==> config.mk <==
export PLATFORM = sky130hd
export DESIGN_NAME = uart_rx_fifo
export DESIGN_NICKNAME = d
export VERILOG_FILES = /design/src/rtl/uart_rx_fifo.sv
export SDC_FILE = /design/constraint.sdc
export NUM_CORES = 1
export LEC_CHECK = 0
export ABC_CLOCK_PERIOD_IN_PS = 12750
export CORE_MARGIN = 3
export CORE_UTILIZATION = 58
export CTS_CLUSTER_SIZE = 8
export DETAILED_ROUTE_END_ITERATION = 12
export GPL_TIMING_DRIVEN = 0
export PLACE_DENSITY = 0.74
export SYNTH_ARGS = -nofsm -noshare
export SYNTH_HDL_FRONTEND = slang
export SYNTH_SLANG_ARGS = --single-unit
==> constraint.sdc <==
create_clock -name clk_i -period 12.75 [get_ports clk_i]
set_input_delay 2.55 -clock clk_i [delete_from_list [all_inputs] [get_ports clk_i]]
set_output_delay 2.55 -clock clk_i [all_outputs]
set_load 0.05 [all_outputs]
==> src/rtl/uart_rx_fifo.sv <==
// rtl/uart_rx_fifo.sv - runtime-configurable UART receiver with first-word-fall-through receive FIFO
module uart_rx_fifo #(
  parameter int FIFO_DEPTH = 8,
  parameter int LVL_W      = $clog2(FIFO_DEPTH) + 1
) (
  input  logic             clk_i,
  input  logic             rstn_i,
  input  logic             cfg_en_i,
  input  logic [15:0]      cfg_div_i,
  input  logic [1:0]       cfg_bits_i,
  input  logic             cfg_parity_en_i,
  input  logic [1:0]       cfg_parity_sel_i,
  input  logic             cfg_stop_bits_i,
  input  logic             err_clr_i,
  input  logic             rx_i,
  output logic [7:0]       rx_data_o,
  output logic             rx_perr_o,
  output logic             rx_ferr_o,
  output logic             rx_valid_o,
  input  logic             rx_ready_i,
  output logic [LVL_W-1:0] fifo_level_o,
  output logic             busy_o,
  output logic             break_o,
  output logic             overrun_o
);

  localparam int AW = $clog2(FIFO_DEPTH);

  localparam logic [2:0] S_IDLE     = 3'd0;
  localparam logic [2:0] S_START    = 3'd1;
  localparam logic [2:0] S_DATA     = 3'd2;
  localparam logic [2:0] S_PARITY   = 3'd3;
  localparam logic [2:0] S_STOP1    = 3'd4;
  localparam logic [2:0] S_STOP2    = 3'd5;
  localparam logic [2:0] S_BRK_WAIT = 3'd6;

  logic [2:0]       r_sync;
  logic [2:0]       r_state;
  logic [15:0]      r_cnt;
  logic [15:0]      r_div;
  logic [1:0]       r_bits;
  logic             r_par_en;
  logic [1:0]       r_psel;
  logic             r_stop2;
  logic [2:0]       r_bitcnt;
  logic [7:0]       r_data;
  logic             r_par_bit;
  logic             r_perr;
  logic             r_ferr;
  logic             r_stop_zero;
  logic             r_break;
  logic [9:0]       r_mem [FIFO_DEPTH];
  logic [AW-1:0]    r_wptr;
  logic [AW-1:0]    r_rptr;
  logic [LVL_W-1:0] r_level;
  logic             r_overrun;

  logic        w_rx;
  logic        w_start;
  logic        w_counting;
  logic [15:0] w_term;
  logic        w_bit_done;
  logic        w_par_err;
  logic        w_frame_end;
  logic        w_stops_zero;
  logic        w_is_break;
  logic        w_push;
  logic [9:0]  w_wdata;
  logic [9:0]  w_head;
  logic        w_valid;
  logic        w_full;
  logic        w_pop;
  logic        w_wr;

  assign w_rx       = r_sync[2];
  assign w_start    = (r_state == S_IDLE) && cfg_en_i && r_sync[2] && !r_sync[1];
  assign w_counting = (r_state != S_IDLE) && (r_state != S_BRK_WAIT);
  // The start bit ends at half a period so every later sample lands mid-bit.
  assign w_term     = (r_state == S_START) ? (r_div >> 1) : r_div;
  assign w_bit_done = w_counting && (r_cnt == w_term);

  // Parity error for the bit currently on the line, against the latched mode.
  always_comb begin
    w_par_err = 1'b0;
    case (r_psel)
      2'b00:   w_par_err = (^r_data) ^ w_rx;
      2'b01:   w_par_err = ~((^r_data) ^ w_rx);
      2'b10:   w_par_err = w_rx;
      default: w_par_err = ~w_rx;
    endcase
  end

  assign w_frame_end  = w_bit_done && (((r_state == S_STOP1) && !r_stop2) || (r_state == S_STOP2));
  assign w_stops_zero = !w_rx && ((r_state == S_STOP1) || r_stop_zero);
  // r_par_bit stays 0 when no parity bit is configured, so it never blocks a break.
  assign w_is_break   = w_frame_end && (r_data == 8'd0) && !r_par_bit && w_stops_zero;
  assign w_push       = cfg_en_i && w_frame_end && !w_is_break;
  assign w_wdata      = {r_ferr | !w_rx, r_perr, r_data};

  assign w_valid = (r_level != '0);
  assign w_full  = (r_level == LVL_W'(FIFO_DEPTH));
  assign w_pop   = w_valid && rx_ready_i;
  assign w_wr    = w_push && (!w_full || w_pop);
  assign w_head  = r_mem[r_rptr];

  assign rx_data_o    = w_valid ? w_head[7:0] : 8'd0;
  assign rx_perr_o    = w_valid & w_head[8];
  assign rx_ferr_o    = w_valid & w_head[9];
  assign rx_valid_o   = w_valid;
  assign fifo_level_o = r_level;
  assign busy_o       = (r_state != S_IDLE);
  assign break_o      = r_break;
  assign overrun_o    = r_overrun;

  // Three-flop synchroniser for the asynchronous rx line, idle high.
  always_ff @(posedge clk_i or negedge rstn_i) begin
    if (!rstn_i) r_sync <= 3'b111;
    else         r_sync <= {r_sync[1:0], rx_i};
  end

  // Baud counter: restarts on every bit boundary and sits at 0 when not receiving.
  always_ff @(posedge clk_i or negedge rstn_i) begin
    if (!rstn_i)                       r_cnt <= 16'd0;
    else if (!w_counting || w_bit_done) r_cnt <= 16'd0;
    else                               r_cnt <= r_cnt + 16'd1;
  end

  // Receive FSM: frame configuration is frozen at start detect.
  always_ff @(posedge clk_i or negedge rstn_i) begin
    if (!rstn_i) begin
      r_state     <= S_IDLE;
      r_div       <= 16'd0;
      r_bits      <= 2'd0;
      r_par_en    <= 1'b0;
      r_psel      <= 2'd0;
      r_stop2     <= 1'b0;
      r_bitcnt    <= 3'd0;
      r_data      <= 8'd0;
      r_par_bit   <= 1'b0;
      r_perr      <= 1'b0;
      r_ferr      <= 1'b0;
      r_stop_zero <= 1'b0;
      r_break     <= 1'b0;
    end else begin
      r_break <= 1'b0;
      if (!cfg_en_i) begin
        r_state <= S_IDLE;
      end else begin
        case (r_state)
          S_IDLE: if (w_start) begin
            r_div       <= cfg_div_i;
            r_bits      <= cfg_bits_i;
            r_par_en    <= cfg_parity_en_i;
            r_psel      <= cfg_parity_sel_i;
            r_stop2     <= cfg_stop_bits_i;
            r_bitcnt    <= 3'd0;
            r_data      <= 8'd0;
            r_par_bit   <= 1'b0;
            r_perr      <= 1'b0;
            r_ferr      <= 1'b0;
            r_stop_zero <= 1'b1;
            r_state     <= S_START;
          end
          S_START: if (w_bit_done) r_state <= w_rx ? S_IDLE : S_DATA;
          S_DATA: if (w_bit_done) begin
            r_data[r_bitcnt] <= w_rx;
            r_bitcnt         <= r_bitcnt + 3'd1;
            if (r_bitcnt == {1'b1, r_bits}) r_state <= r_par_en ? S_PARITY : S_STOP1;
          end
          S_PARITY: if (w_bit_done) begin
            r_par_bit <= w_rx;
            r_perr    <= w_par_err;
            r_state   <= S_STOP1;
          end
          S_STOP1: if (w_bit_done) begin
            r_ferr      <= r_ferr | !w_rx;
            r_stop_zero <= !w_rx;
            r_break     <= w_is_break;
            if (r_stop2)         r_state <= S_STOP2;
            else if (w_is_break) r_state <= S_BRK_WAIT;
            else                 r_state <= S_IDLE;
          end
          S_STOP2: if (w_bit_done) begin
            r_break <= w_is_break;
            r_state <= w_is_break ? S_BRK_WAIT : S_IDLE;
          end
          S_BRK_WAIT: if (w_rx) r_state <= S_IDLE;
          default: r_state <= S_IDLE;
        endcase
      end
    end
  end

  // FIFO storage; contents need no reset because reads are gated by the level.
  always_ff @(posedge clk_i) begin
    if (w_wr) r_mem[r_wptr] <= w_wdata;
  end

  // FIFO pointers, level and sticky overrun; a full FIFO still accepts a push alongside a pop.
  always_ff @(posedge clk_i or negedge rstn_i) begin
    if (!rstn_i) begin
      r_wptr    <= '0;
      r_rptr    <= '0;
      r_level   <= '0;
      r_overrun <= 1'b0;
    end else begin
      if (w_wr)  r_wptr <= r_wptr + AW'(1);
      if (w_pop) r_rptr <= r_rptr + AW'(1);
      r_level <= r_level + LVL_W'(w_wr) - LVL_W'(w_pop);
      if (w_push && w_full && !w_pop) r_overrun <= 1'b1;
      else if (err_clr_i)             r_overrun <= 1'b0;
    end
  end

endmodule

==> out/qor.tcl, run 1 <==
set qor(run_status) {finished clean}
set qor(critPathArrivalTime_ps) 3170
set qor(period_minus_slack_ps) 5720
set qor(setup_violations) 0
set qor(cp_cell_sequence) {buf_1 -> mux4_2 -> mux2i_1 -> nor2_1 -> clkdlybuf4s50_1}
set qor(layout-area-overhead-vs-synth_pct) 18.4
set qor(port-buffer-count) 44
set qor(ant_nets) 0
set qor(power_density_nw_per_um2) 192
set qor(finish.utilization_pct) 71.9
set qor(estimated_wirelength_of_the_detail_placed_design_um) 10800
set qor(clock_sink_count) 151
set qor(footprint_of_the_flip_flops_and_latches_um2) 4180
set qor(post_drt_via_cell_ratio) 6.04
set qor(grt_pass1_vias) 4843
set qor(worst_case_hold_slack_ps) 356
set qor(rows) 39
set qor(routed_length_per_instance_um) 19.5
set qor(die-width_um) 117
set qor(clock_tree.htree_level_count) 4
set qor(cts-root-to-sink-buffers) 2
set qor(die_area_um2) 13600
set qor(first_pass_grt_wire_length_um) 24600
set qor(maximum_number_of_pins_on_one_net_before_global_route_repair) 72
set qor(tightest_slew_ps) 1060
set qor(timing.critical_path.to_type) {output pin}
set qor(antenna_found_initial) 0
set qor(drive_gt1_share_pct) 12.0
set qor(timing.max_cap.violations) 0
set qor(synth-seq-area-share_pct) 58.8
set qor(start_util_pct) 60.7
set qor(worst-path-max-fanout) 10
set qor(area_taken_by_multi_input_logic_gates_um2) 2690
set qor(tritoncts) {yes}
set qor(worstPathRequired_ps) 10200
set qor(worst_setup_hold_path_clk_slew_ps) 60
set qor(design_power_total_mw) 1.62
set qor(max_freq_ghz) 0.175
set qor(tns_ps) 0
set qor(drc) 0
set qor(worstSetupStartpointType) {flip-flop}
set qor(grt.overflow.total) 0
set qor(post_synth_instance_area_um2) 7110
set qor(prevailing_post_synth_register_cell) {edfxtp_1}
set qor(netlist-cell-type-count) 63
set qor(post_cts_buffers) 0
set qor(place_congestion) 0.900
set qor(crit_type) {flip-flop to output pin}
set qor(final_cell_area_um2) 8420
set qor(filler_cell_count) 818
set qor(cts_buffers) 17
set qor(total_buffers_and_inverters_traversed_by_the_critical_path) 2
set qor(routed_wirelength_um) 15600
set qor(dieHeight_um) 117
set qor(synthesis.area_per_instance_um2) 12.3
set qor(timing.max_slew.rel_slack_pct) 28.8
set qor(worst_path_max_delay_cell) {buf_1}
set qor(leakagePower_nw) 3.27
set qor(mappedNetlistNets) 618
set qor(synthArstFlopShare_pct) 47.0
set qor(insertedDiodeCount) 0
set qor(drt_pass1_iterations) 6
set qor(synth_seq_cells) 151
set qor(cts_root_buf) {clkbuf_16}
set qor(overall_via_count_from_detail_route) 4833
set qor(post_dp_cell_area_um2) 7810
set qor(post_cts_resize_count) 0
set qor(critical-path-max-stage-delay_ps) 740
set qor(cells_after_synthesis) 576
set qor(finalNetCount) 686
set qor(placeableCoreArea_um2) 11700
set qor(synth_enable_flop_cells) 80
set qor(num_io_pins) 46
set qor(worst_ir_drop_vdd_mv) 0.131
set qor(critPathTopFamily) {buffers and inverters}
set qor(final_hold_viol_count) 0
set qor(slew_viol_final) 0
set qor(fin_skew_ps) 4.11
set qor(synth.yosys.warnings) 0
set qor(period_share_pct) 44.8
set qor(clk-insertion-delay-late_ps) 420
set qor(holdBufCountCts) 0
set qor(groute.usage.overall_pct) 24.0
set qor(drt_iter0_markers) 329
set qor(unrepaired_setup_endpoints_after_global_routing) {no}
set qor(worst_hold_path_type) {flip-flop to flip-flop}
==> final cells by class <==
type                       count  area share [%]
sequential                   151            49.7
multi-input combinational    355            32.0
timing repair buffer          49            5.74
clock buffer                  21            5.47
tap                          143            2.13
clock inverter                11            1.77
buffer                        35            1.66
inverter                      35            1.56
==> Yosys cell counts, types with 7 or more instances <==
library cell | n | area [µm²]
a21oi_1 | 14 | 70.1
a31oi_1 | 8 | 50.1
clkbuf_1 | 26 | 97.6
dfrtp_1 | 68 | 1700
edfxtp_1 | 80 | 2400
ha_1 | 13 | 163
inv_1 | 33 | 124
mux2i_1 | 20 | 200
mux4_2 | 20 | 450
nand2_1 | 67 | 251
nand3_1 | 11 | 55.1
nor2_1 | 45 | 169
nor2b_1 | 10 | 62.6
o21ai_1 | 16 | 80.1
or3_1 | 7 | 43.8
xnor2_1 | 18 | 158
xor2_1 | 15 | 131
==> sequential cells by signal (all words and copies together), names as in the netlist <==
name,cells
r_par_en,1
r_par_bit,1
break_o,1
r_state,3
r_div,16
r_bits,2
r_stop2,1
r_mem,80
r_psel,2
r_cnt,16
fifo_level_o,4
r_stop_zero,1
r_bitcnt,3
r_ferr,1
r_perr,1
overrun_o,1
r_rptr,3
r_wptr,3
r_data,8
r_sync,3
==> path summary, 6_finish.rpt <==
check	startpoint	end	slack, ps	cells past startpoint
max in group asynchronous	rstn_i	r_rptr[2]	9910	1
hold / removal	r_sync[0]	r_sync[1]	360	0
setup reg to reg	r_state[0]	r_mem[2][3]	8370	11
setup / recovery	r_rptr[0]	rx_data_o[2]	7030	5
min in group asynchronous	rstn_i	r_bitcnt[2]	2250	1
hold reg to reg	r_sync[0]	r_sync[1]	360	0
==> per-stage QoR <==
step	std cells	setup WS, ps
after detailed placement	768	7270
final	800	7030
after global routing	800	6820
after floorplan	576	7730
after global placement	763	6280
after CTS	800	6990
==> cells by family (layout without fill, tap and decap cells) <==
logic type | Yosys count | in the layout | share of synthesized area [%]
xor gates and xnor gates | 33 | 33 | 4.06
and+or+nand+nor | 175 | 175 | 11.5
DFF | 151 | 151 | 58.8
muxes | 43 | 43 | 9.62
buffers and inverters | 70 | 151 | 3.82
adders and majority gates | 14 | 14 | 2.57
AOI/OAI and AO/OA | 90 | 90 | 9.59
==> cell usage in the layout (no fill, tap or decap), drive strengths merged, types with 10 or more instances in the layout <==
master	synthesis	layout
edfxtp	80	80
dfrtp	68	68
nand2	67	67
clkbuf	26	47
nor2	45	45
clkdlybuf4s50	0	43
inv	35	36
mux2i	20	20
mux4	20	20
o21ai	19	19
xnor2	18	18
xor2	15	15
buf	9	15
a21oi	14	14
ha	13	13
nand3	11	11
nor2b	10	10
==> worst register-to-register path: stages (launching register included) <==
cell      delay, ps
dfrtp_1         350
clkbuf_1        310
nor3b_1         240
buf_2           290
mux2i_1         310
o22ai_1         120
a211oi_1        280
nand4_2         340
or3_1           450
buf_2           210
nor4b_2         900
buf_4           290
==> layer usage <==
metal	wire, µm	vias to the layer above	global-route usage, %	share of wire [%]
li1	-	2230	-	-
met4	314	0	9.25	2.0
met2	7940	171	41.6	51
met5	0	-	0	0
met3	793	30	4.61	5.1
met1	6540	2402	30.1	42
==> power by group <==
group          leakage (nW)  switching, mW  total, mW  internal, mW
Combinational          1.34          0.301      0.506         0.206
Clock                 0.291          0.194      0.513         0.318
Sequential             1.64         0.0416      0.601         0.559
Note: power is estimated with default switching activity, not from simulation.
==> run 2: changes to the inputs <==
--- a/config.mk
+++ b/config.mk
@@ -5,7 +5,7 @@
 export SDC_FILE = /design/constraint.sdc
 export NUM_CORES = 1
 export LEC_CHECK = 0
-export ABC_CLOCK_PERIOD_IN_PS = 12750
+export ABC_CLOCK_PERIOD_IN_PS = 5680
 export CORE_MARGIN = 3
 export CORE_UTILIZATION = 58
 export CTS_CLUSTER_SIZE = 8
==> constraint.sdc (replaced) <==
create_clock -name clk_i -period 5.68 [get_ports clk_i]
set_input_delay 1.136 -clock clk_i [delete_from_list [all_inputs] [get_ports clk_i]]
set_output_delay 1.136 -clock clk_i [all_outputs]
set_load 0.05 [all_outputs]
==> results of run 2 <==
Same layout as run 1 (identical final DEF). Status: finished clean.
Main changes from that run: setup slack after placement 7270 ps -> 1390 ps; setup slack after layout 7030 ps -> 1300 ps; start point of the critical path r_rptr[0] -> r_state[0]; end point of the critical path rx_data_o[2] -> r_mem[2][3]; register-to-register setup slack 8370 ps -> 1300 ps; total power 1.62 mW -> 3.64 mW; worst IR drop on VDD 0.131 mV -> 0.294 mV
==> run 3: changes to the inputs <==
--- a/config.mk
+++ b/config.mk
@@ -5,7 +5,7 @@
 export SDC_FILE = /design/constraint.sdc
 export NUM_CORES = 1
 export LEC_CHECK = 0
-export ABC_CLOCK_PERIOD_IN_PS = 5680
+export ABC_CLOCK_PERIOD_IN_PS = 4200
 export CORE_MARGIN = 3
 export CORE_UTILIZATION = 58
 export CTS_CLUSTER_SIZE = 8
==> constraint.sdc (replaced) <==
create_clock -name clk_i -period 4.2 [get_ports clk_i]
set_input_delay 0.84 -clock clk_i [delete_from_list [all_inputs] [get_ports clk_i]]
set_output_delay 0.84 -clock clk_i [all_outputs]
set_load 0.05 [all_outputs]
==> run 3 against run 2 <==
Effect of this change:
- worst setup slack got worse by 1200 ps
- fmax rose by 6.5%
- total power rose by 35%
- highest routed layer unchanged
- count of clock-buffer cells in the layout did not move
- clock skew rose by 1.7 ps
- cell count rose by 0.25%
- wire length fell by 0.34%
- sequential power rose by 36%
- worst hold slack barely moved
- combinational power rose by 35%
- largest cell class unchanged
==> out/qor.tcl, run 3 (synthesized netlist as in run 1, its figures left out) <==
set qor(cts-root-to-sink-buffers) 2
set qor(clk-insertion-delay-late_ps) 420
set qor(dieHeight_um) 117
set qor(drt_pass1_iterations) 5
set qor(grt.overflow.total) 0
set qor(tritoncts) {yes}
set qor(worst_setup_hold_path_clk_slew_ps) 60
set qor(tightest_slew_ps) 1060
set qor(cts_root_buf) {clkbuf_16}
set qor(first_pass_grt_wire_length_um) 24600
set qor(worst-path-max-fanout) 10
set qor(place_congestion) 0.900
set qor(mostFrequentLayoutCell) {edfxtp_1}
set qor(grt_pass1_vias) 4844
set qor(ant_nets) 0
set qor(critical-path-max-stage-delay_ps) 690
set qor(worst_hold_path_type) {flip-flop to flip-flop}
set qor(post_drt_via_cell_ratio) 5.98
set qor(timing.max_cap.violations) 0
set qor(groute.usage.overall_pct) 24.1
set qor(pwr-share-seq_pct) 37.1
set qor(insertedDiodeCount) 0
set qor(port-buffer-count) 44
set qor(worstPathRequired_ps) 4330
set qor(worst_path_max_delay_cell) {nor4_2}
set qor(drt_iter0_markers) 329
set qor(timing.critical_path.to_type) {flip-flop}
set qor(total_buffers_and_inverters_traversed_by_the_critical_path) 4
set qor(period_share_pct) 97.8
set qor(p_switching_mw) 1.63
set qor(finalNetCount) 688
set qor(internal-power_mw) 3.29
set qor(layout-area-overhead-vs-synth_pct) 18.8
set qor(num_io_pins) 46
set qor(power.share.switching_pct) 33.1
set qor(final_hold_viol_count) 0
set qor(worstSetupStartpointType) {flip-flop}
set qor(unrepaired_setup_endpoints_after_global_routing) {yes}
set qor(layout.cells.most_common_list) {80 x edfxtp_1, 68 x dfrtp_1, 67 x nand2_1, 45 x nor2_1, 43 x clkdlybuf4s50_1}
set qor(clock_power_share_pct) 31.6
set qor(timing.max_slew.rel_slack_pct) 29.0
set qor(rows) 39
set qor(critPathArrivalTime_ps) 4240
set qor(biggestRegsByFlops) {r_mem x80, r_cnt x16, r_div x16}
set qor(finish.utilization_pct) 72.2
set qor(clock_sink_count) 151
set qor(routed_wirelength_um) 15500
set qor(critPathMostFrequentCell) {buf_2}
set qor(placeableCoreArea_um2) 11700
set qor(start_util_pct) 60.7
set qor(drc) 0
set qor(estimated_wirelength_of_the_detail_placed_design_um) 10800
set qor(design_power_total_mw) 4.92
set qor(routed_length_per_instance_um) 19.4
set qor(maximum_number_of_pins_on_one_net_before_global_route_repair) 72
set qor(die-width_um) 117
set qor(setup_violations) 0
set qor(crit_type) {flip-flop to flip-flop}
set qor(regMostFlops) {r_mem}
set qor(period_minus_slack_ps) 4110
set qor(critPathTopFamily) {simple AND/OR/NAND/NOR gates}
set qor(p_comb_share_pct) 31.3
set qor(leakagePower_nw) 3.30
set qor(cts_buffers) 17
set qor(filler_cell_count) 812
set qor(overall_via_count_from_detail_route) 4798
set qor(slew_viol_final) 0
set qor(worst_ir_drop_vdd_mv) 0.397
set qor(max_ffs_per_register) 80
set qor(fin_skew_ps) 5.85
set qor(clock_tree.htree_level_count) 4
set qor(run_status) {finished clean}
set qor(cp_cell_sequence) {clkbuf_1 -> nor3b_1 -> buf_2 -> mux2i_1 -> o22ai_1 -> a211oi_1 -> nand4_2 -> or3_1 -> buf_2 -> nor4_2 -> buf_6}
set qor(antenna_found_initial) 0
set qor(die_area_um2) 13600
set qor(power_density_nw_per_um2) 582
set qor(max_freq_ghz) 0.243
set qor(drive_gt1_share_pct) 12.7
set qor(holdBufCountCts) 0
-- run 3: power by group through the flow --
| stage | logic (mW) | registers, mW | clock network, mW |
|---|---|---|---|
| floorplan | 1.06 | 1.88 | 0 |
| global placement | 1.51 | 1.85 | 0 |
| detailed placement | 1.54 | 1.85 | 0 |
| CTS | 1.55 | 1.82 | 1.57 |
| global route | 1.66 | 1.84 | 1.63 |
| finish | 1.54 | 1.83 | 1.55 |
-- run 3: area by class of cell --
type,instances,area [µm²],area share [%]
tap,143,179,2.12
sequential,151,4180,49.5
buffer,35,148,1.75
clock inverter,11,149,1.76
inverter,35,131,1.55
clock buffer,21,460,5.45
multi-input combinational,355,2710,32.0
timing repair buffer,51,498,5.89
-- run 3: path summary, 6_finish.rpt --
kind / startpoint / to / slack [ps] / depth (start not counted)
worst max-delay path: r_state[0] / r_mem[4][2] / 90 / 11
worst min-delay path: r_sync[0] / r_sync[1] / 360 / 0
worst max register to register: r_state[0] / r_mem[4][2] / 90 / 11
worst min register to register: r_sync[0] / r_sync[1] / 360 / 0
max in group asynchronous: rstn_i / r_rptr[2] / 3070 / 1
min in group asynchronous: rstn_i / r_bitcnt[2] / 550 / 1
-- run 3: stage by stage --
| step | instance area, µm² | TNS (ps) | worst slack, ps | hold slack [ps] | instances |
|---|---|---|---|---|---|
| after floorplan | 7110 | 0 | 194 | 345 | 576 |
| after global placement | 7730 | -47270 | -987 | 347 | 763 |
| after detailed placement | 7810 | -351 | -87.9 | 349 | 768 |
| after CTS | 8430 | 0 | 72.9 | 357 | 800 |
| after global routing | 8450 | -4240 | -164 | 363 | 802 |
| final | 8450 | 0 | 90.4 | 356 | 802 |
-- run 3: per-layer routing --
layer | up-vias | wire length [µm] | global-route usage [%]
li1 | 2232 | - | -
met1 | 2366 | 6510 | 30.1
met2 | 174 | 7990 | 41.6
met3 | 26 | 770 | 4.61
met4 | 0 | 265 | 9.25
met5 | - | 0 | 0
-- run 3: timing repair --
item / in CTS / in global routing
gates resized for setup: 1 / 4
pin swaps: 0 / 1
setup endpoints to repair: 4 / 59
setup buffers: 0 / 2
